[config.mk]
export PLATFORM = sky130hd
export DESIGN_NAME = rain_irrigation_ctrl
export DESIGN_NICKNAME = d
export VERILOG_FILES = /design/src/rtl/rain_ctrl_pkg.sv /design/src/rtl/rain_debounce.sv /design/src/rtl/rain_irrigation_ctrl.sv
export SDC_FILE = /design/constraint.sdc
export NUM_CORES = 1
export LEC_CHECK = 0
export ABC_AREA = 1
export CAP_MARGIN = 20
export CORE_MARGIN = 5
export CORE_UTILIZATION = 44
export DETAILED_ROUTE_END_ITERATION = 10
export PLACE_DENSITY = 0.66
export SLEW_MARGIN = 20
export SYNTH_ARGS = -nofsm -noshare
export SYNTH_HDL_FRONTEND = slang
export SYNTH_SLANG_ARGS = --single-unit
[constraint.sdc]
create_clock -name clk -period 1.5 [get_ports clk]
set_input_delay 0.3 -clock clk [delete_from_list [all_inputs] [get_ports clk]]
set_output_delay 0.3 -clock clk [all_outputs]
set_load 0.1 [all_outputs]
[src/rtl/rain_ctrl_pkg.sv]
// Shared state encoding and width helpers for the rain alert / irrigation controller.
package rain_ctrl_pkg;

   typedef enum logic [1:0] {
      IDLE      = 2'd0,
      IRRIGATE  = 2'd1,
      RAIN_HOLD = 2'd2,
      DONE      = 2'd3
   } state_e;

   localparam int RAIN_EVT_W = 8;

   function automatic int cnt_w(input int x);
      return $clog2(x + 1);
   endfunction

endpackage

[src/rtl/rain_debounce.sv]
// Two-flop synchroniser plus stability debounce for the raw rain sensor.
// rise_pulse is high for the one cycle after level_out goes 0->1.
module rain_debounce
   import rain_ctrl_pkg::*;
#(
   parameter int DEBOUNCE_CYC = 4
) (
   input  logic clk,
   input  logic rst_n,
   input  logic raw_in,
   output logic level_out,
   output logic rise_pulse
);

   localparam int CW = cnt_w(DEBOUNCE_CYC);
   localparam logic [CW-1:0] TC = CW'(DEBOUNCE_CYC - 1);

   logic          sync1_q;
   logic          sync2_q;
   logic          level_q;
   logic          rise_q;
   logic [CW-1:0] cnt_q;

   always_ff @(posedge clk or negedge rst_n) begin
      if (!rst_n) begin
         sync1_q <= 1'b0;
         sync2_q <= 1'b0;
         level_q <= 1'b0;
         rise_q  <= 1'b0;
         cnt_q   <= '0;
      end else begin
         sync1_q <= raw_in;
         sync2_q <= sync1_q;
         rise_q  <= 1'b0;
         if (sync2_q == level_q) begin
            cnt_q <= '0;
         end else if (cnt_q == TC) begin
            // disagreement has held for DEBOUNCE_CYC samples: accept the new level
            cnt_q   <= '0;
            level_q <= sync2_q;
            rise_q  <= sync2_q;
         end else begin
            cnt_q <= cnt_q + 1'b1;
         end
      end
   end

   assign level_out  = level_q;
   assign rise_pulse = rise_q;

endmodule

[src/rtl/rain_irrigation_ctrl.sv]
// Rain alert (LED + buzzer pulse) and irrigation valve sequencer with rain lockout.
// Define RAIN_EVENT_COUNT_EN to build the saturating rain-onset counter on rain_events.
//
// state     | meaning
// IDLE      | valve closed, waiting for irr_req while dry
// IRRIGATE  | valve open, run timer counting down
// RAIN_HOLD | rain present or recently cleared; waiting out the dry hold-off
// DONE      | run limit reached; waiting for irr_req to drop before re-arming
module rain_irrigation_ctrl
   import rain_ctrl_pkg::*;
#(
   parameter int DEBOUNCE_CYC = 4,
   parameter int BUZZ_CYC     = 8,
   parameter int HOLDOFF_CYC  = 16,
   parameter int IRR_MAX_CYC  = 32
) (
   input  logic                  clk,
   input  logic                  rst_n,
   input  logic                  rain_sensor,
   input  logic                  irr_req,
   output logic                  led,
   output logic                  buzzer,
   output logic                  irrigation_switch,
   output logic [1:0]            busy_state,
   output logic [RAIN_EVT_W-1:0] rain_events
);

   localparam int BW = cnt_w(BUZZ_CYC);
   localparam int HW = cnt_w(HOLDOFF_CYC);
   localparam int RW = cnt_w(IRR_MAX_CYC);
   localparam logic [BW-1:0] BUZZ_LD = BW'(BUZZ_CYC);
   localparam logic [HW-1:0] HOLD_LD = HW'(HOLDOFF_CYC - 1);
   localparam logic [RW-1:0] RUN_LD  = RW'(IRR_MAX_CYC - 1);

   logic          rain_det;
   logic          rain_rise;
   state_e        state_q;
   logic [HW-1:0] hold_q;
   logic [RW-1:0] run_q;
   logic          valve_q;
   logic [BW-1:0] buzz_q, buzz_d;
   logic          buzzer_q;

   rain_debounce #(.DEBOUNCE_CYC(DEBOUNCE_CYC)) u_debounce (
      .clk        (clk),
      .rst_n      (rst_n),
      .raw_in     (rain_sensor),
      .level_out  (rain_det),
      .rise_pulse (rain_rise)
   );

   // A new onset reloads the pulse; rain clearing never shortens it.
   always_comb begin
      buzz_d = buzz_q;
      if (rain_rise) begin
         buzz_d = BUZZ_LD;
      end else if (buzz_q != '0) begin
         buzz_d = buzz_q - 1'b1;
      end
   end

   always_ff @(posedge clk or negedge rst_n) begin
      if (!rst_n) begin
         buzz_q   <= '0;
         buzzer_q <= 1'b0;
      end else begin
         buzz_q   <= buzz_d;
         buzzer_q <= (buzz_d != '0);
      end
   end

   always_ff @(posedge clk or negedge rst_n) begin
      if (!rst_n) begin
         state_q <= IDLE;
         hold_q  <= '0;
         run_q   <= '0;
         valve_q <= 1'b0;
      end else if (rain_det) begin
         state_q <= RAIN_HOLD;
         hold_q  <= HOLD_LD;
         valve_q <= 1'b0;
      end else begin
         case (state_q)
            IDLE: begin
               if (irr_req) begin
                  state_q <= IRRIGATE;
                  run_q   <= RUN_LD;
                  valve_q <= 1'b1;
               end
            end
            IRRIGATE: begin
               if (!irr_req) begin
                  state_q <= IDLE;
                  valve_q <= 1'b0;
               end else if (run_q == '0) begin
                  state_q <= DONE;
                  valve_q <= 1'b0;
               end else begin
                  run_q <= run_q - 1'b1;
               end
            end
            RAIN_HOLD: begin
               if (hold_q == '0) begin
                  state_q <= IDLE;
               end else begin
                  hold_q <= hold_q - 1'b1;
               end
            end
            default: begin
               if (!irr_req) begin
                  state_q <= IDLE;
               end
            end
         endcase
      end
   end

`ifdef RAIN_EVENT_COUNT_EN
   logic [RAIN_EVT_W-1:0] evt_q;

   always_ff @(posedge clk or negedge rst_n) begin
      if (!rst_n) begin
         evt_q <= '0;
      end else if (rain_rise && (evt_q != '1)) begin
         evt_q <= evt_q + 1'b1;
      end
   end

   assign rain_events = evt_q;
`else
   assign rain_events = '0;
`endif

   assign led               = rain_det;
   assign buzzer            = buzzer_q;
   assign irrigation_switch = valve_q;
   assign busy_state        = state_q;

endmodule
==> out/metrics.csv <==
metric,value,unit
grtUsageTotal,0.123,
htreeDepth,1,
grt_overflow,0,
core-area,2810,um2
clock_skew,0.0139,ns
post_synth_num_cell_types,21,
drt_iter0_drc,26,
vdd_ir_drop_max,1.35,mV
post-cts-setup-buffers,0,
wl_met3,72,um
dieArea,4200,um2
r2r-end,buzzer,
drt_wl_total,2320,um
grt_first_pass_wirelength,4070,um
drtAntennaViolNets,0,
avgViaCountPerCell,4.86,
drc,0,
critPathLaunchType,flop,
dp_hpwl,1770,um
drt_first_pass_iters,4,
io_buffers,8,
maxCapViolCount,0,
arrival,1.63,ns
hold_path.class,input pin to async pin,
r2r_slack,0.12,ns
cts_num_sinks,26,
dieWidth,64.8,um
syn2layout_area_growth,14.9,%
finalSetupViolations,0,
cts-root-buf,clkbuf_4,
numCtsBuffers,3,
n_antenna_cell,0,
r2r_cells,8,
tritoncts,done,
routedWlPerCell,11.3,um
p_total,3270,uW
top_layer_used,met4,
endpoint_kind,flop,
grt_pass1_vias,944,
antenna_found_initial,0,
n_fill_cell,282,
postLayoutCoreUtil,0.541,
criticalPathCategory,flop to flop,
finalSetupTns,0,ns
place.gp.congestion,0.875,
slew_viol_final,0,
clock.fmax,726,MHz
netlist_instances,161,
nets,184,
final_cell_mix,"nand2_1 (34), dfrtp_1 (23), inv_1 (22), nor2_1 (17), nand3_1 (14)",
synth_seq_cells,26,
synth_area,1320,um2
grt_max_degree,27,
synth.avg_cell_area,8.20,um2
hold_viol,0,
status,"complete, no violations",
io_pins,17,
cp.required,1.75,ns
vias,997,
wl_met1,1090,um
final_common_cell,nand2_1,
initial_core_util,0.471,
power_leakage,0.000780,uW
cts_buffer_depth,2,
yosysSeqAreaShare,0.493,
crit-reg2reg-launch,buzz_q[0],
critPathMaxFanout,4,
fin_crit,1.38,ns
cts.clk_slew.worst_paths,0.14,ns
num_rows,19,
yosysWarningCount,0,
final.period_utilization,0.918,
wl_met2,1130,um
clkLatencyLatePin,0.32,ns
pwr_density_cell,2160,nW/um2
layout-drive-gt1-share,0.121,
die_h,64.8,um
[area by class of cell]
cell class | count | area, um2 | area share
Sequential cell | 26 | 654 | 0.432
Multi-Input combinational cell | 111 | 562 | 0.370
Timing Repair Buffer | 11 | 153 | 0.101
Inverter | 22 | 82.6 | 0.0545
Tap cell | 31 | 38.8 | 0.0256
Clock buffer | 4 | 26.3 | 0.0173
[how the worst max path moves through the flow]
stage	start	to	slack, ns	cells after the start
after floorplan	busy_state[1]	irrigation_switch	0.02	7
after global placement	irr_req	run_q[1]	0.02	7
after detailed placement	irr_req	run_q[1]	-0.04	7
after CTS	buzz_q[0]	buzzer	0.10	8
after global routing	hold_q[0]	hold_q[0]	-0.008	7
final	buzz_q[0]	buzzer	0.12	8
[stage by stage]
stage | hold WS [ns] | cell area [um2] | instances | setup WS (ns)
after floorplan | 0.00441 | 1350 | 168 | 0.0188
after global placement | 0.337 | 1480 | 201 | 0.0202
after detailed placement | 0.353 | 1480 | 201 | -0.0365
after CTS | 0.340 | 1500 | 205 | 0.103
after global routing | 0.342 | 1520 | 205 | -0.00794
final | 0.339 | 1520 | 205 | 0.123
[synth_stat cells (all sizes together)]
cell type | n | area (um2)
nand3 | 14 | 70.1
o21ai | 13 | 65.1
inv | 22 | 82.6
nor2 | 17 | 63.8
nor3b | 1 | 7.51
buf | 9 | 65.1
nor3 | 4 | 25.0
a21oi | 5 | 25.0
ha | 5 | 62.6
nand2 | 37 | 141
xnor2 | 2 | 17.5
a311oi | 1 | 8.76
dfrtp | 26 | 651
o21bai | 2 | 15.0
conb | 1 | 3.75
a21boi | 1 | 7.51
xor2 | 1 | 8.76
[critical path, stage by stage, from the launching register on]
cell,delay (ns)
dfrtp_1,0.41
inv_1,0.10
ha_2,0.21
nand3_1,0.15
inv_1,0.12
nand2_1,0.07
a21oi_2,0.13
nor2_1,0.06
nand2_1,0.07
[timing repair]
action / 4_1_cts / 5_1_grt
hold buffers: 0 / 0
endpoints found under the setup margin: 0 / 3
gates resized for setup: 0 / 5
[registers in the layout (all words and copies together) (netlist names), 2 cells and up]
name              flops
busy_state            2
buzz_q                4
run_q                 6
hold_q                5
u_debounce.cnt_q      3
[routing by layer]
| layer | up-vias | GRT usage |
|---|---|---|
| met5 | - | 0 |
| met4 | 0 | 0.0554 |
| met3 | 2 | 0.0225 |
| met2 | 15 | 0.213 |
| met1 | 462 | 0.147 |
| li1 | 518 | - |
[cell families after synthesis]
logic type                 synth area share
adders and majority gates            0.0474
DFF                                   0.493
AOI/OAI and AO/OA                    0.0919
xor gates and xnor gates             0.0199
buffers and inverters                 0.112
other                               0.00284
and+or+nand+nor                       0.233
[power breakdown]
group / internal, uW / total (uW) / switching (uW)
clock network: 104 / 302 / 199
logic: 623 / 1780 / 1150
registers: 959 / 1190 / 230
total: 1690 / 3270 / 1580
No activity file was read; power rests on OpenSTA's default activity.
